[config.mk]
export PLATFORM = sky130hd
export DESIGN_NAME = alu_serial_ctrl
export DESIGN_NICKNAME = d
export VERILOG_FILES = /design/src/rtl/alu_serial_ctrl.sv
export SDC_FILE = /design/constraint.sdc
export NUM_CORES = 1
export LEC_CHECK = 0
export ABC_CLOCK_PERIOD_IN_PS = 4400
export BUFFER_PORTS_ARGS = -buffer_cell sky130_fd_sc_hd__buf_2
export CORE_MARGIN = 2
export CORE_UTILIZATION = 62
export CTS_CLUSTER_DIAMETER = 50
export DETAILED_ROUTE_END_ITERATION = 6
export GPL_TIMING_DRIVEN = 0
export PLACE_DENSITY = 0.85
export SYNTH_ARGS = -nofsm -noshare
export SYNTH_HDL_FRONTEND = slang
export SYNTH_SLANG_ARGS = --single-unit
export TNS_END_PERCENT = 20
[constraint.sdc]
create_clock -name clk -period 4.4 [get_ports clk]
set_input_delay 0.66 -clock clk [delete_from_list [all_inputs] [get_ports clk]]
set_output_delay 0.66 -clock clk [all_outputs]
set_load 0.005 [all_outputs]
[src/rtl/alu_serial_ctrl.sv]
// Bit-serial link controller for an external ALU: sends B, A and a command byte as
// framed 11-bit packets on sin, then collects the framed response from sout.
module alu_serial_ctrl #(
    parameter int GAP     = 1,
    parameter int TIMEOUT = 1000
) (
    input  logic        clk,
    input  logic        rst,
    input  logic        req_valid,
    output logic        req_ready,
    input  logic [31:0] req_a,
    input  logic [31:0] req_b,
    input  logic [7:0]  req_cmd,
    output logic        sin,
    input  logic        sout,
    output logic        rsp_valid,
    output logic [31:0] rsp_data,
    output logic [7:0]  rsp_ctl,
    output logic        rsp_err,
    output logic        rsp_frame_err,
    output logic        rsp_timeout
);

    typedef enum logic [2:0] {
        ST_IDLE, ST_TX, ST_GAP, ST_RX_WAIT, ST_RX_BIT, ST_DONE
    } state_t;

    localparam logic [3:0]  GAP_LD = (GAP > 0) ? 4'(GAP - 1) : 4'd0;
    localparam logic [15:0] TMO_TC = 16'(TIMEOUT - 1);

    state_t      state, state_nxt;
    logic [31:0] a_q, b_q, acc;
    logic [7:0]  cmd_q, tx_byte;
    logic [3:0]  pkt, bit_cnt, gap_cnt, rx_cnt;
    logic [15:0] tmo_cnt;
    logic [8:0]  rx_sh;
    logic [2:0]  rx_pkt;
    logic [10:0] frame;
    logic        accept, ld_rsp;
    logic [31:0] n_data;
    logic [7:0]  n_ctl;
    logic        n_err, n_ferr, n_tmo;

    assign req_ready = (state == ST_IDLE) && !rst;
    assign rsp_valid = (state == ST_DONE);
    assign accept    = req_valid && req_ready;

    always_comb begin
        tx_byte = 8'h00;
        case (pkt)
            4'd0: tx_byte = b_q[31:24];
            4'd1: tx_byte = b_q[23:16];
            4'd2: tx_byte = b_q[15:8];
            4'd3: tx_byte = b_q[7:0];
            4'd4: tx_byte = a_q[31:24];
            4'd5: tx_byte = a_q[23:16];
            4'd6: tx_byte = a_q[15:8];
            4'd7: tx_byte = a_q[7:0];
            4'd8: tx_byte = cmd_q;
            default: tx_byte = 8'h00;
        endcase
    end

    // frame[10] is the start bit, sent first
    assign frame = {1'b0, (pkt == 4'd8), tx_byte, 1'b1};
    assign sin   = (state == ST_TX) ? frame[4'd10 - bit_cnt] : 1'b1;

    always_comb begin
        state_nxt = state;
        ld_rsp    = 1'b0;
        n_data    = 32'h0;
        n_ctl     = 8'h00;
        n_err     = 1'b0;
        n_ferr    = 1'b0;
        n_tmo     = 1'b0;
        case (state)
            ST_IDLE: if (accept) state_nxt = ST_TX;
            ST_TX: begin
                if (bit_cnt == 4'd10) begin
                    if (pkt == 4'd8)   state_nxt = ST_RX_WAIT;
                    else if (GAP == 0) state_nxt = ST_TX;
                    else               state_nxt = ST_GAP;
                end
            end
            ST_GAP: if (gap_cnt == 4'd0) state_nxt = ST_TX;
            ST_RX_WAIT: begin
                if (!sout) begin
                    state_nxt = ST_RX_BIT;
                end else if (tmo_cnt == TMO_TC) begin
                    state_nxt = ST_DONE;
                    ld_rsp    = 1'b1;
                    n_tmo     = 1'b1;
                end
            end
            ST_RX_BIT: begin
                if (rx_cnt == 4'd9) begin
                    state_nxt = ST_DONE;
                    ld_rsp    = 1'b1;
                    if (!sout) begin
                        n_ferr = 1'b1;
                    end else if (rx_sh[8]) begin
                        if (rx_pkt == 3'd0) begin
                            n_err = 1'b1;
                            n_ctl = rx_sh[7:0];
                        end else if (rx_pkt == 3'd4) begin
                            n_data = acc;
                            n_ctl  = rx_sh[7:0];
                        end else begin
                            n_ferr = 1'b1;
                        end
                    end else if (rx_pkt == 3'd4) begin
                        n_ferr = 1'b1;
                    end else begin
                        state_nxt = ST_RX_WAIT;
                        ld_rsp    = 1'b0;
                    end
                end
            end
            ST_DONE: state_nxt = ST_IDLE;
            default: state_nxt = ST_IDLE;
        endcase
    end

    always_ff @(posedge clk) begin
        if (rst) begin
            state         <= ST_IDLE;
            a_q           <= 32'h0;
            b_q           <= 32'h0;
            cmd_q         <= 8'h00;
            pkt           <= 4'd0;
            bit_cnt       <= 4'd0;
            gap_cnt       <= 4'd0;
            tmo_cnt       <= 16'd0;
            rx_cnt        <= 4'd0;
            rx_sh         <= 9'h0;
            rx_pkt        <= 3'd0;
            acc           <= 32'h0;
            rsp_data      <= 32'h0;
            rsp_ctl       <= 8'h00;
            rsp_err       <= 1'b0;
            rsp_frame_err <= 1'b0;
            rsp_timeout   <= 1'b0;
        end else begin
            state <= state_nxt;
            case (state)
                ST_IDLE: begin
                    if (accept) begin
                        a_q     <= req_a;
                        b_q     <= req_b;
                        cmd_q   <= req_cmd;
                        pkt     <= 4'd0;
                        bit_cnt <= 4'd0;
                    end
                end
                ST_TX: begin
                    if (bit_cnt == 4'd10) begin
                        bit_cnt <= 4'd0;
                        pkt     <= pkt + 4'd1;
                        gap_cnt <= GAP_LD;
                        tmo_cnt <= 16'd0;
                        rx_pkt  <= 3'd0;
                        acc     <= 32'h0;
                    end else begin
                        bit_cnt <= bit_cnt + 4'd1;
                    end
                end
                ST_GAP: gap_cnt <= gap_cnt - 4'd1;
                ST_RX_WAIT: begin
                    if (!sout) rx_cnt  <= 4'd0;
                    else       tmo_cnt <= tmo_cnt + 16'd1;
                end
                ST_RX_BIT: begin
                    rx_cnt <= rx_cnt + 4'd1;
                    if (rx_cnt != 4'd9) rx_sh <= {rx_sh[7:0], sout};
                    if (rx_cnt == 4'd9 && state_nxt == ST_RX_WAIT) begin
                        acc     <= {acc[23:0], rx_sh[7:0]};
                        rx_pkt  <= rx_pkt + 3'd1;
                        tmo_cnt <= 16'd0;
                    end
                end
                default: ;
            endcase
            if (ld_rsp) begin
                rsp_data      <= n_data;
                rsp_ctl       <= n_ctl;
                rsp_err       <= n_err;
                rsp_frame_err <= n_ferr;
                rsp_timeout   <= n_tmo;
            end
        end
    end

endmodule

==> impl_metrics.py, run 1 <==
metrics = {
    "clocking": {
        "cts_root_buf": "sky130_fd_sc_hd__clkbuf_16",
        "cts_made_buffers": 17,
        "cts_htree_levels": 4,
        "post_cts_setup_buffers": 0,
        "cts_num_sinks": 194,
        "cts_hold_buf": 0,
        "clk_pin_slew_worst_paths_ns": 0.07,
        "tritoncts": "yes",
        "worstSkewPairLatency_ns": 0.44,
        "cts_resized": 0,
        "clock_path_buffers": 2,
    },
    "timing": {
        "finalSetupTns_ns": 0,
        "final.period_utilization_pct": 85.5,
        "timing_hold_violations_final": 0,
        "clock-skew-final_ns": 0.00679,
        "finalHoldWorstSlack_ns": 0.449,
        "grt_setup_unrepaired": "false",
        "worst_margin_pin_slew_ns": 0.658,
        "clock.fmax_mhz": 266,
        "timing.final.crit_period_ns": 3.76,
        "worst_slew_margin_rel_pct": 56.0,
        "number_of_pins_with_negative_max_slew_slack_in_the_final_report": 0,
        "setup_violations": 0,
    },
    "synth": {
        "synth_top_area_share_pct": 45.7,
        "async_sr_flop_fraction_pct": 0,
        "synth_area_leaders": "sky130_fd_sc_hd__dfxtp_1 (46%), sky130_fd_sc_hd__nand2_1 (9.8%), sky130_fd_sc_hd__a21oi_1 (8.2%)",
        "number_of_flops_mapped_to_enable_cells_by_yosys": 0,
        "ys_seq_area_share_pct": 45.7,
        "post_synth_inst_count": 1031,
        "post_synth_num_cell_types": 71,
        "postSynthRegisterBits": 194,
        "synth.largest_area_cell": "sky130_fd_sc_hd__dfxtp_1",
        "dominantRegCellSynth": "sky130_fd_sc_hd__dfxtp_1",
        "yosys_warnings": 0,
        "post-synth-top-count-cell": "sky130_fd_sc_hd__nand2_1",
        "synthesis.area_sq_um": 8510,
        "synthesis.nets": 1120,
        "yosys-top-cells-count": "sky130_fd_sc_hd__nand2_1 (223), sky130_fd_sc_hd__dfxtp_1 (194), sky130_fd_sc_hd__a21oi_1 (140)",
        "syn_area_per_cell_sq_um": 8.25,
    },
    "power_and_ir_drop": {
        "powerDensity_nw_per_um2": 359,
        "peakVddDrop_mv": 0.292,
        "leakage_uw": 0.00363,
        "power_uw": 3550,
    },
    "placement": {
        "postPlaceCellArea_sq_um": 9320,
        "buffer_ports.inserted": 119,
        "place_inst": 1326,
        "post-dp-hpwl_microns": 16400,
        "finalWeightedCongestion": 0.930,
    },
    "route": {
        "initialDrtViolationCount": 985,
        "detail_route.drc_violations": 0,
        "route.final.wire_length_microns": 23700,
        "postRouteAntennaNets": 0,
        "routed_wl_per_cell_microns": 17.4,
        "drt_first_pass_iters": 6,
        "via_count": 8271,
        "vias_per_cell": 6.10,
    },
    "die": {
        "core_area_sq_um": 13300,
        "io_pins": 122,
        "start_util_pct": 64.0,
        "die-width_microns": 121,
        "die_area_sq_um": 14700,
        "die_h_microns": 121,
        "placementRows": 42,
    },
    "worst_setup_path": {
        "worst-setup-path-type": "reg -> out",
        "regToRegStartpoint": "bit_cnt[0]",
        "crit_path_start_kind": "register",
        "reg2reg_setup_slack_ns": 1.67,
        "cp.arrival_ns": 3.10,
        "ff2ff_path_depth": 9,
        "endpoint_kind": "output port",
        "cp_data_required_time_ns": 3.74,
        "critical_path_peak_fanout": 10,
        "reg2reg_to": "tmo_cnt[2]",
    },
    "finish": {
        "antenna_cells_inserted": 0,
        "layout-drive-gt1-share_pct": 18.3,
        "nets_finish": 1258,
        "final-instance-count-excl-fill": 1357,
        "multi_input_area_sq_um": 4200,
        "fin_area_sq_um": 9890,
        "layout.filler_cells": 1062,
        "layout.area.seq_sq_um": 3880,
        "flow.area_growth_from_synthesis_pct": 16.3,
    },
    "global_routing": {
        "global_route_wire_length_before_repair_microns": 37600,
        "grt_start_max_net_pins": 18,
        "overflow": 0,
        "first_global_vias": 7739,
        "grt_antenna_before_repair": 0,
        "overall_fraction_of_global_route_tracks_in_use_pct": 32.3,
    },
    "worst_hold_path": {
        "hold_start": "req_b[19]",
        "timing.hold.worst.class": "in -> reg",
        "hold-path-cell-count": 3,
        "holdPathEnd": "b_q[19]",
    },
    "run": {
        "timing.max_cap.violations": 0,
    },
    "run_status": {
        "run_status": "completed",
    },
}
[sequential cells by signal (all words and copies together), names as in the netlist]
register and cells:
tmo_cnt 16, cmd_q 8, gap_cnt 4, rx_pkt 3
rsp_err 1, rsp_frame_err 1, rx_cnt 4, rsp_ctl 8
pkt 4, rx_sh 9, acc 32, a_q 32
bit_cnt 4, b_q 32, state 3, rsp_timeout 1
rsp_data 32
[cell usage in the layout (no fill, tap or decap), types with 14 or more instances in the layout]
master,n
sky130_fd_sc_hd__nand2_1,223
sky130_fd_sc_hd__clkbuf_16,17
sky130_fd_sc_hd__nand3_1,56
sky130_fd_sc_hd__dfxtp_1,194
sky130_fd_sc_hd__buf_2,145
sky130_fd_sc_hd__a21oi_1,140
sky130_fd_sc_hd__nor2_1,75
sky130_fd_sc_hd__clkbuf_1,46
sky130_fd_sc_hd__a22oi_1,53
sky130_fd_sc_hd__o21ai_0,14
[worst max-delay path, stage by stage (launching register included)]
cell and delay, ns:
sky130_fd_sc_hd__dfxtp_1 0.45, sky130_fd_sc_hd__ha_1 0.18, sky130_fd_sc_hd__clkbuf_1 0.43, sky130_fd_sc_hd__buf_1 0.49, sky130_fd_sc_hd__a222oi_1 0.13, sky130_fd_sc_hd__nand2_1 0.16, sky130_fd_sc_hd__a21oi_1 0.11, sky130_fd_sc_hd__o2111a_1 0.28
sky130_fd_sc_hd__o211ai_1 0.25, sky130_fd_sc_hd__buf_2 0.16
[area by class of cell]
class                      count  area share [%]
tap                          176            2.23
inverter                      13           0.493
buffer                        81            3.74
clock inverter                12            1.28
multi-input combinational    743            42.5
sequential                   194            39.3
clock buffer                  19            4.48
timing repair buffer         119            6.02
[how the worst max path moves through the flow]
| stage | from | to | slack (ns) |
|---|---|---|---|
| after floorplan | pkt[0] | sin | 1.84 |
| after global placement | pkt[0] | sin | 1.18 |
| after detailed placement | pkt[0] | sin | 1.17 |
| after CTS | pkt[0] | sin | 0.70 |
| after global routing | pkt[0] | sin | 0.52 |
| final | pkt[0] | sin | 0.64 |
[stage by stage]
step / worst slack (ns) / util (%)
detailed placement: 1.17 / 70.1
CTS: 0.698 / 74.4
global route: 0.523 / 74.4
finish: 0.639 / 74.4
global placement: 1.18 / 70.1
floorplan: 1.84 / -
[report_power, final]
group	total, uW	switching (uW)	internal [uW]
registers	1820	26.3	1790
logic	212	131	80.5
clock network	1530	717	808
[layer usage]
metal	track usage (%)	vias up	wire [microns]
li1	-	3931	-
met1	43.5	3945	10200
met2	51.4	357	10900
met3	7.89	38	2120
met4	9.74	0	359
met5	0	-	0
[cells by family after synthesis]
family | share of synthesized area [%]
adder cells (fa/ha/maj) | 1.91
buffers and inverters | 4.93
AND/OR/NAND/NOR | 23.2
flip-flops | 45.7
XOR/XNOR | 0.206
AO/OA/AOI/OAI | 22.8
multiplexers | 1.29
No activity file was read; power rests on OpenSTA's default activity.
==> inputs of run 2 (changes only) <==
--- a/config.mk
+++ b/config.mk
@@ -5,14 +5,14 @@
 export SDC_FILE = /design/constraint.sdc
 export NUM_CORES = 1
 export LEC_CHECK = 0
-export ABC_CLOCK_PERIOD_IN_PS = 4400
+export ABC_CLOCK_PERIOD_IN_PS = 3600
 export BUFFER_PORTS_ARGS = -buffer_cell sky130_fd_sc_hd__buf_2
 export CORE_MARGIN = 2
-export CORE_UTILIZATION = 62
+export CORE_UTILIZATION = 57
 export CTS_CLUSTER_DIAMETER = 50
 export DETAILED_ROUTE_END_ITERATION = 6
 export GPL_TIMING_DRIVEN = 0
-export PLACE_DENSITY = 0.85
+export PLACE_DENSITY = 0.79
 export SYNTH_ARGS = -nofsm -noshare
 export SYNTH_HDL_FRONTEND = slang
 export SYNTH_SLANG_ARGS = --single-unit
==> constraint.sdc (replaced) <==
create_clock -name clk -period 3.6 [get_ports clk]
set_input_delay 0.54 -clock clk [delete_from_list [all_inputs] [get_ports clk]]
set_output_delay 0.54 -clock clk [all_outputs]
set_load 0.005 [all_outputs]
==> run 2 against run 1 <==
Effect of this change:
- utilization shrank 5.7 points
- via count shrank 0.62%
- non-clock buffer count is the same
- global-route usage shrank 2.7 points
==> impl_metrics.py, run 2 (same netlist as run 1, synthesis figures left out) <==
metrics = {
    "global_routing": {
        "first_global_vias": 7669,
        "grt_start_max_net_pins": 19,
        "overall_fraction_of_global_route_tracks_in_use_pct": 29.7,
        "global_route_wire_length_before_repair_microns": 38200,
        "grt_antenna_before_repair": 0,
        "overflow": 0,
    },
    "worst_hold_path": {
        "hold_start": "req_a[15]",
        "holdPathEnd": "a_q[15]",
        "timing.hold.worst.class": "in -> reg",
        "hold-path-cell-count": 3,
    },
    "clocking": {
        "clk_pin_slew_worst_paths_ns": 0.08,
        "tritoncts": "yes",
        "cts_num_sinks": 194,
        "cts_root_buf": "sky130_fd_sc_hd__clkbuf_16",
        "cts_htree_levels": 4,
        "cts_hold_buf": 0,
        "clock_path_buffers": 2,
        "worstSkewPairLatency_ns": 0.45,
        "cts_made_buffers": 17,
    },
    "power_and_ir_drop": {
        "peakVddDrop_mv": 0.360,
        "powerDensity_nw_per_um2": 454,
        "leakage_uw": 0.00368,
    },
    "die": {
        "start_util_pct": 58.5,
        "die_area_sq_um": 15900,
        "die_h_microns": 126,
        "io_pins": 122,
        "core_area_sq_um": 14500,
        "placementRows": 44,
        "die-width_microns": 126,
    },
    "timing": {
        "finalSetupTns_ns": 0,
        "timing.final.crit_period_ns": 3.50,
        "worst_margin_pin_slew_ns": 0.686,
        "clock.fmax_mhz": 286,
        "grt_setup_unrepaired": "false",
        "number_of_pins_with_negative_max_slew_slack_in_the_final_report": 0,
        "clock-skew-final_ns": 0.0107,
        "timing_hold_violations_final": 0,
        "setup_violations": 0,
        "final.period_utilization_pct": 97.2,
        "worst_slew_margin_rel_pct": 54.2,
    },
    "finish": {
        "antenna_cells_inserted": 0,
        "final_cell_mix": "sky130_fd_sc_hd__nand2_1 (223), sky130_fd_sc_hd__dfxtp_1 (194), sky130_fd_sc_hd__buf_2 (146)",
        "final-instance-count-excl-fill": 1366,
        "layout-drive-gt1-share_pct": 18.8,
        "fin_area_sq_um": 9990,
        "flow.area_growth_from_synthesis_pct": 17.4,
        "layout_commonest_cell": "sky130_fd_sc_hd__nand2_1",
        "nets_finish": 1258,
    },
    "worst_setup_path": {
        "ff2ff_path_depth": 9,
        "crit_path_start_kind": "register",
        "cp_data_required_time_ns": 3.06,
        "reg2reg_to": "tmo_cnt[2]",
        "cp_cell_sequence": "inv_1 -> ha_1 -> clkbuf_2 -> a222oi_1 -> nand3_1 -> a221oi_1 -> o22a_1 -> o211ai_1 -> buf_2",
        "worst-setup-path-type": "reg -> out",
        "critPathBufInv": 3,
        "cpPeakStageDelay_ns": 0.42,
        "critical_path_peak_fanout": 10,
        "cp_slowest_cell": "sky130_fd_sc_hd__a222oi_1",
        "crit_family": "compound AO/OA/AOI/OAI gates",
        "reg2reg_setup_slack_ns": 0.86,
        "regToRegStartpoint": "bit_cnt[0]",
        "endpoint_kind": "output port",
        "cp.arrival_ns": 2.96,
    },
    "run": {
        "timing.max_cap.violations": 0,
    },
    "route": {
        "route.final.wire_length_microns": 23500,
        "vias_per_cell": 6.02,
        "via_count": 8220,
        "routed_wl_per_cell_microns": 17.2,
        "detail_route.drc_violations": 0,
        "drt_first_pass_iters": 7,
        "initialDrtViolationCount": 823,
        "postRouteAntennaNets": 0,
    },
    "placement": {
        "place_inst": 1334,
        "finalWeightedCongestion": 0.919,
        "postPlaceCellArea_sq_um": 9330,
        "buffer_ports.inserted": 119,
        "post-dp-hpwl_microns": 16600,
    },
    "run_status": {
        "run_status": "completed",
    },
}
[run 2: cell types whose count changed in the layout (fill, tap and decap cells not counted), moves of 2 or more]
| cell | delta |
|---|---|
| sky130_fd_sc_hd__bufinv_16 | +2 |
| sky130_fd_sc_hd__clkinv_2 | -3 |
| sky130_fd_sc_hd__clkbuf_2 | +3 |
| sky130_fd_sc_hd__clkbuf_1 | -3 |
[run 2: what timing repair did]
item,4_1_cts,5_1_grt
setup buffers,0,0
setup endpoints to repair,0,1
resized for setup,0,9
[run 2: layout make-up]
class                      count  area (sq um)
buffer                        81           375
clock buffer                  20           457
clock inverter                12           191
fill                        1198          4550
inverter                      13          48.8
multi-input combinational    743          4210
sequential                   194          3880
tap                          184           230
timing repair buffer         119           596
[run 2: power by group]
group	switching, uW	internal, uW	leakage, uW
registers	30.3	2190	0.00157
clock network	897	1160	0.000317
logic	161	98.4	0.00179
[run 2: worst max-delay path by stage]
| stage | cells past startpoint | slack, ns | to | startpoint |
|---|---|---|---|---|
| final | 9 | 0.1 | sin | pkt[1] |
| after floorplan | 9 | 1.16 | sin | pkt[0] |
| after global placement | 9 | 0.53 | sin | pkt[0] |
| after global routing | 10 | 0.004 | sin | pkt[0] |
| after detailed placement | 9 | 0.54 | sin | pkt[0] |
| after CTS | 9 | 0.07 | sin | pkt[0] |
[run 2: worst register-to-register path: stages, from the launching register on]
cell and delay, ns:
sky130_fd_sc_hd__dfxtp_1 0.36, sky130_fd_sc_hd__clkbuf_1 0.37, sky130_fd_sc_hd__inv_1 0.22, sky130_fd_sc_hd__ha_1 0.27, sky130_fd_sc_hd__and3b_1 0.17, sky130_fd_sc_hd__buf_2 0.15
sky130_fd_sc_hd__a22oi_1 0.26, sky130_fd_sc_hd__o21ai_0 0.26, sky130_fd_sc_hd__buf_4 0.29, sky130_fd_sc_hd__a311oi_1 0.30
[run 2: routing by layer]
layer  routed length (microns)  vias up  global-route usage (%)
li1                          -     3927                       -
met1                     10200     3893                    40.5
met2                     10900      356                    46.8
met3                      2020       44                    6.71
met4                       472        0                    9.76
met5                         0        -                       0
[run 2: through the flow]
stage	worst slack (ns)	utilization (%)	hold slack (ns)	total power, uW
4_1_cts	0.0748	68.7	0.324	4540
3_5_place_dp	0.541	64.2	0.444	2520
6_report	0.0998	68.7	0.324	4540
3_3_place_gp	0.525	64.2	0.440	2520
2_1_floorplan	1.16	-	0.431	2420
5_1_grt	0.00353	68.7	0.331	4660
==> inputs of run 3 (changes only) <==
--- a/config.mk
+++ b/config.mk
@@ -8,11 +8,12 @@
 export ABC_CLOCK_PERIOD_IN_PS = 3600
 export BUFFER_PORTS_ARGS = -buffer_cell sky130_fd_sc_hd__buf_2
 export CORE_MARGIN = 2
-export CORE_UTILIZATION = 57
+export CORE_UTILIZATION = 59
+export CTS_BUF_LIST = sky130_fd_sc_hd__clkbuf_2
 export CTS_CLUSTER_DIAMETER = 50
 export DETAILED_ROUTE_END_ITERATION = 6
 export GPL_TIMING_DRIVEN = 0
-export PLACE_DENSITY = 0.79
+export PLACE_DENSITY = 0.82
 export SYNTH_ARGS = -nofsm -noshare
 export SYNTH_HDL_FRONTEND = slang
 export SYNTH_SLANG_ARGS = --single-unit
==> run 3 against run 2 <==
Effect of this change:
- the run now ends with DRC, setup timing left
- cell area increased by 5.2%
- clock-buffer cell count decreased by 3
- total power decreased by 19%
- combinational power increased by 30%
- clock skew increased by 0.040 ns
- global-route usage increased by 3.3 points
- critical path depth decreased by 1
- first-iteration DRC count increased by 20%
==> impl_metrics.py, run 3 (same netlist as run 1, synthesis figures left out) <==
metrics = {
    "route": {
        "postRouteAntennaNets": 0,
        "detail_route.drc_violations": 8,
        "via_count": 8719,
        "route.final.wire_length_microns": 25300,
        "drt_first_pass_iters": 7,
        "initialDrtViolationCount": 986,
        "routed_wl_per_cell_microns": 17.6,
        "vias_per_cell": 6.05,
    },
    "finish": {
        "nets_finish": 1338,
        "final_core_utilization_pct": 75.1,
        "layout_commonest_cell": "sky130_fd_sc_hd__nand2_1",
        "fin_area_sq_um": 10500,
        "antenna_cells_inserted": 0,
        "flow.area_growth_from_synthesis_pct": 23.5,
        "layout-drive-gt1-share_pct": 19.4,
        "final_cell_mix": "sky130_fd_sc_hd__nand2_1 (223), sky130_fd_sc_hd__dfxtp_1 (191), sky130_fd_sc_hd__buf_2 (145)",
        "layout.filler_cells": 1056,
    },
    "global_routing": {
        "first_global_vias": 7933,
        "grt_start_max_net_pins": 20,
        "global_route_wire_length_before_repair_microns": 39300,
        "overflow": 0,
        "overall_fraction_of_global_route_tracks_in_use_pct": 33.0,
        "grt_antenna_before_repair": 0,
    },
    "clocking": {
        "worstSkewPairLatency_ns": 0.84,
        "tritoncts": "yes",
        "clock_path_buffers": 2,
        "clk_pin_slew_worst_paths_ns": 0.31,
        "cts_root_buf": "sky130_fd_sc_hd__clkbuf_2",
        "cts_num_sinks": 194,
        "cts_htree_levels": 4,
        "cts_made_buffers": 17,
    },
    "worst_setup_path": {
        "reg2reg_to": "tmo_cnt[12]",
        "cp_cell_sequence": "inv_4 -> ha_4 -> a222oi_1 -> mux2_2 -> a21oi_1 -> o311ai_0 -> o211ai_1 -> buf_2",
        "worst-setup-path-type": "reg -> out",
        "cp_data_required_time_ns": 3.06,
        "endpoint_kind": "output port",
        "critical_path_peak_fanout": 4,
        "ff2ff_path_depth": 9,
        "regToRegStartpoint": "bit_cnt[0]",
        "cp_slowest_cell": "sky130_fd_sc_hd__dfxtp_4",
        "crit_path_start_kind": "register",
        "timing.critical_path.from": "pkt[0]",
        "reg2reg_setup_slack_ns": 1.24,
        "cp.arrival_ns": 3.06,
        "crit_end": "sin",
        "cpPeakStageDelay_ns": 0.46,
    },
    "timing": {
        "setup_violations": 1,
        "worst_slack_ns": -0.000155,
        "timing.final.crit_period_ns": 3.60,
        "worst_slew_margin_rel_pct": 54.3,
        "number_of_pins_with_negative_max_slew_slack_in_the_final_report": 0,
        "worst_margin_pin_slew_ns": 0.686,
        "grt_setup_unrepaired": "true",
        "timing_hold_violations_final": 0,
        "clock-skew-final_ns": 0.0503,
        "clock.fmax_mhz": 278,
        "final.period_utilization_pct": 100,
    },
    "placement": {
        "buffer_ports.inserted": 119,
        "postPlaceCellArea_sq_um": 9330,
        "finalWeightedCongestion": 0.939,
        "post-dp-hpwl_microns": 16400,
    },
    "die": {
        "placementRows": 43,
        "io_pins": 122,
        "die_area_sq_um": 15400,
        "die_h_microns": 124,
        "core_area_sq_um": 14000,
        "start_util_pct": 60.8,
        "die-width_microns": 124,
    },
    "run_status": {
        "run_status": "finished with violations",
        "violations": "DRC, setup timing",
    },
    "power_and_ir_drop": {
        "peakVddDrop_mv": 0.412,
        "powerDensity_nw_per_um2": 352,
        "leakage_uw": 0.00389,
    },
    "worst_hold_path": {
        "timing.hold.worst.class": "in -> reg",
    },
    "run": {
        "timing.max_cap.violations": 0,
    },
}
==> run 3: stage by stage <==
stage          hold WS [ns]  worst slack [ns]  power, uW    TNS, ns  cells
2_1_floorplan         0.431              1.16       2420          0   1031
3_3_place_gp          0.438             0.505       2520          0   1330
3_5_place_dp          0.446             0.489       2520          0   1330
4_1_cts              0.0158           0.00565       3670          0   1434
5_1_grt              0.0449           -0.0208       3810    -0.0208   1441
6_report             0.0732         -0.000155       3700  -0.000155   1441
==> run 3: how the worst min path moves through the flow <==
stage	slack, ns	endpoint	start	depth (start not counted)
2_1_floorplan	0.43	b_q[15]	b_q[15]	2
3_3_place_gp	0.44	cmd_q[1]	cmd_q[1]	2
3_5_place_dp	0.45	a_q[4]	a_q[4]	2
4_1_cts	0.02	tmo_cnt[1]	rst	2
5_1_grt	0.04	tmo_cnt[1]	rst	2
6_report	0.07	tmo_cnt[1]	rst	2
==> run 3: worst max-delay path, delay by kind of cell, from the launching register on <==
| family | cells | cell delay [ns] |
|---|---|---|
| adder cells (fa/ha/maj) | 1 | 0.17 |
| buffers and inverters | 2 | 0.22 |
| AO/OA/AOI/OAI | 4 | 1.11 |
| multiplexers | 1 | 0.26 |
| flip-flops | 1 | 0.46 |
==> run 3: what timing repair did <==
item / CTS / global route
endpoints found under the setup margin: 1 / 1
hold buffers: 73 / 0
buffers inserted: 2 / 7
hold endpoints to repair: 73 / 0
pin swaps: 4 / 10
gates cloned: 0 / 0
gates resized for setup: 24 / 15
==> run 3: metal layers <==
layer	vias to the layer above	GRT usage, %	wire (microns)
li1	4101	-	-
met2	483	52.4	11600
met4	0	14.5	956
met5	-	0	0
met1	4038	42.6	10300
met3	97	7.92	2450
==> run 3: area by class of cell <==
| class | count | area (sq um) | area share [%] |
|---|---|---|---|
| inverter | 13 | 57.6 | 0.548 |
| tap | 180 | 225 | 2.14 |
| clock inverter | 14 | 173 | 1.64 |
| timing repair buffer | 201 | 1390 | 13.3 |
| multi-input combinational | 743 | 4280 | 40.7 |
| buffer | 79 | 403 | 3.84 |
| sequential | 194 | 3890 | 37.1 |
| clock buffer | 17 | 85.1 | 0.810 |
==> run 3: where the power goes <==
part	total, uW	internal, uW	switching [uW]
sequential	2230	2200	32.9
clock	1130	287	839
combinational	337	154	183
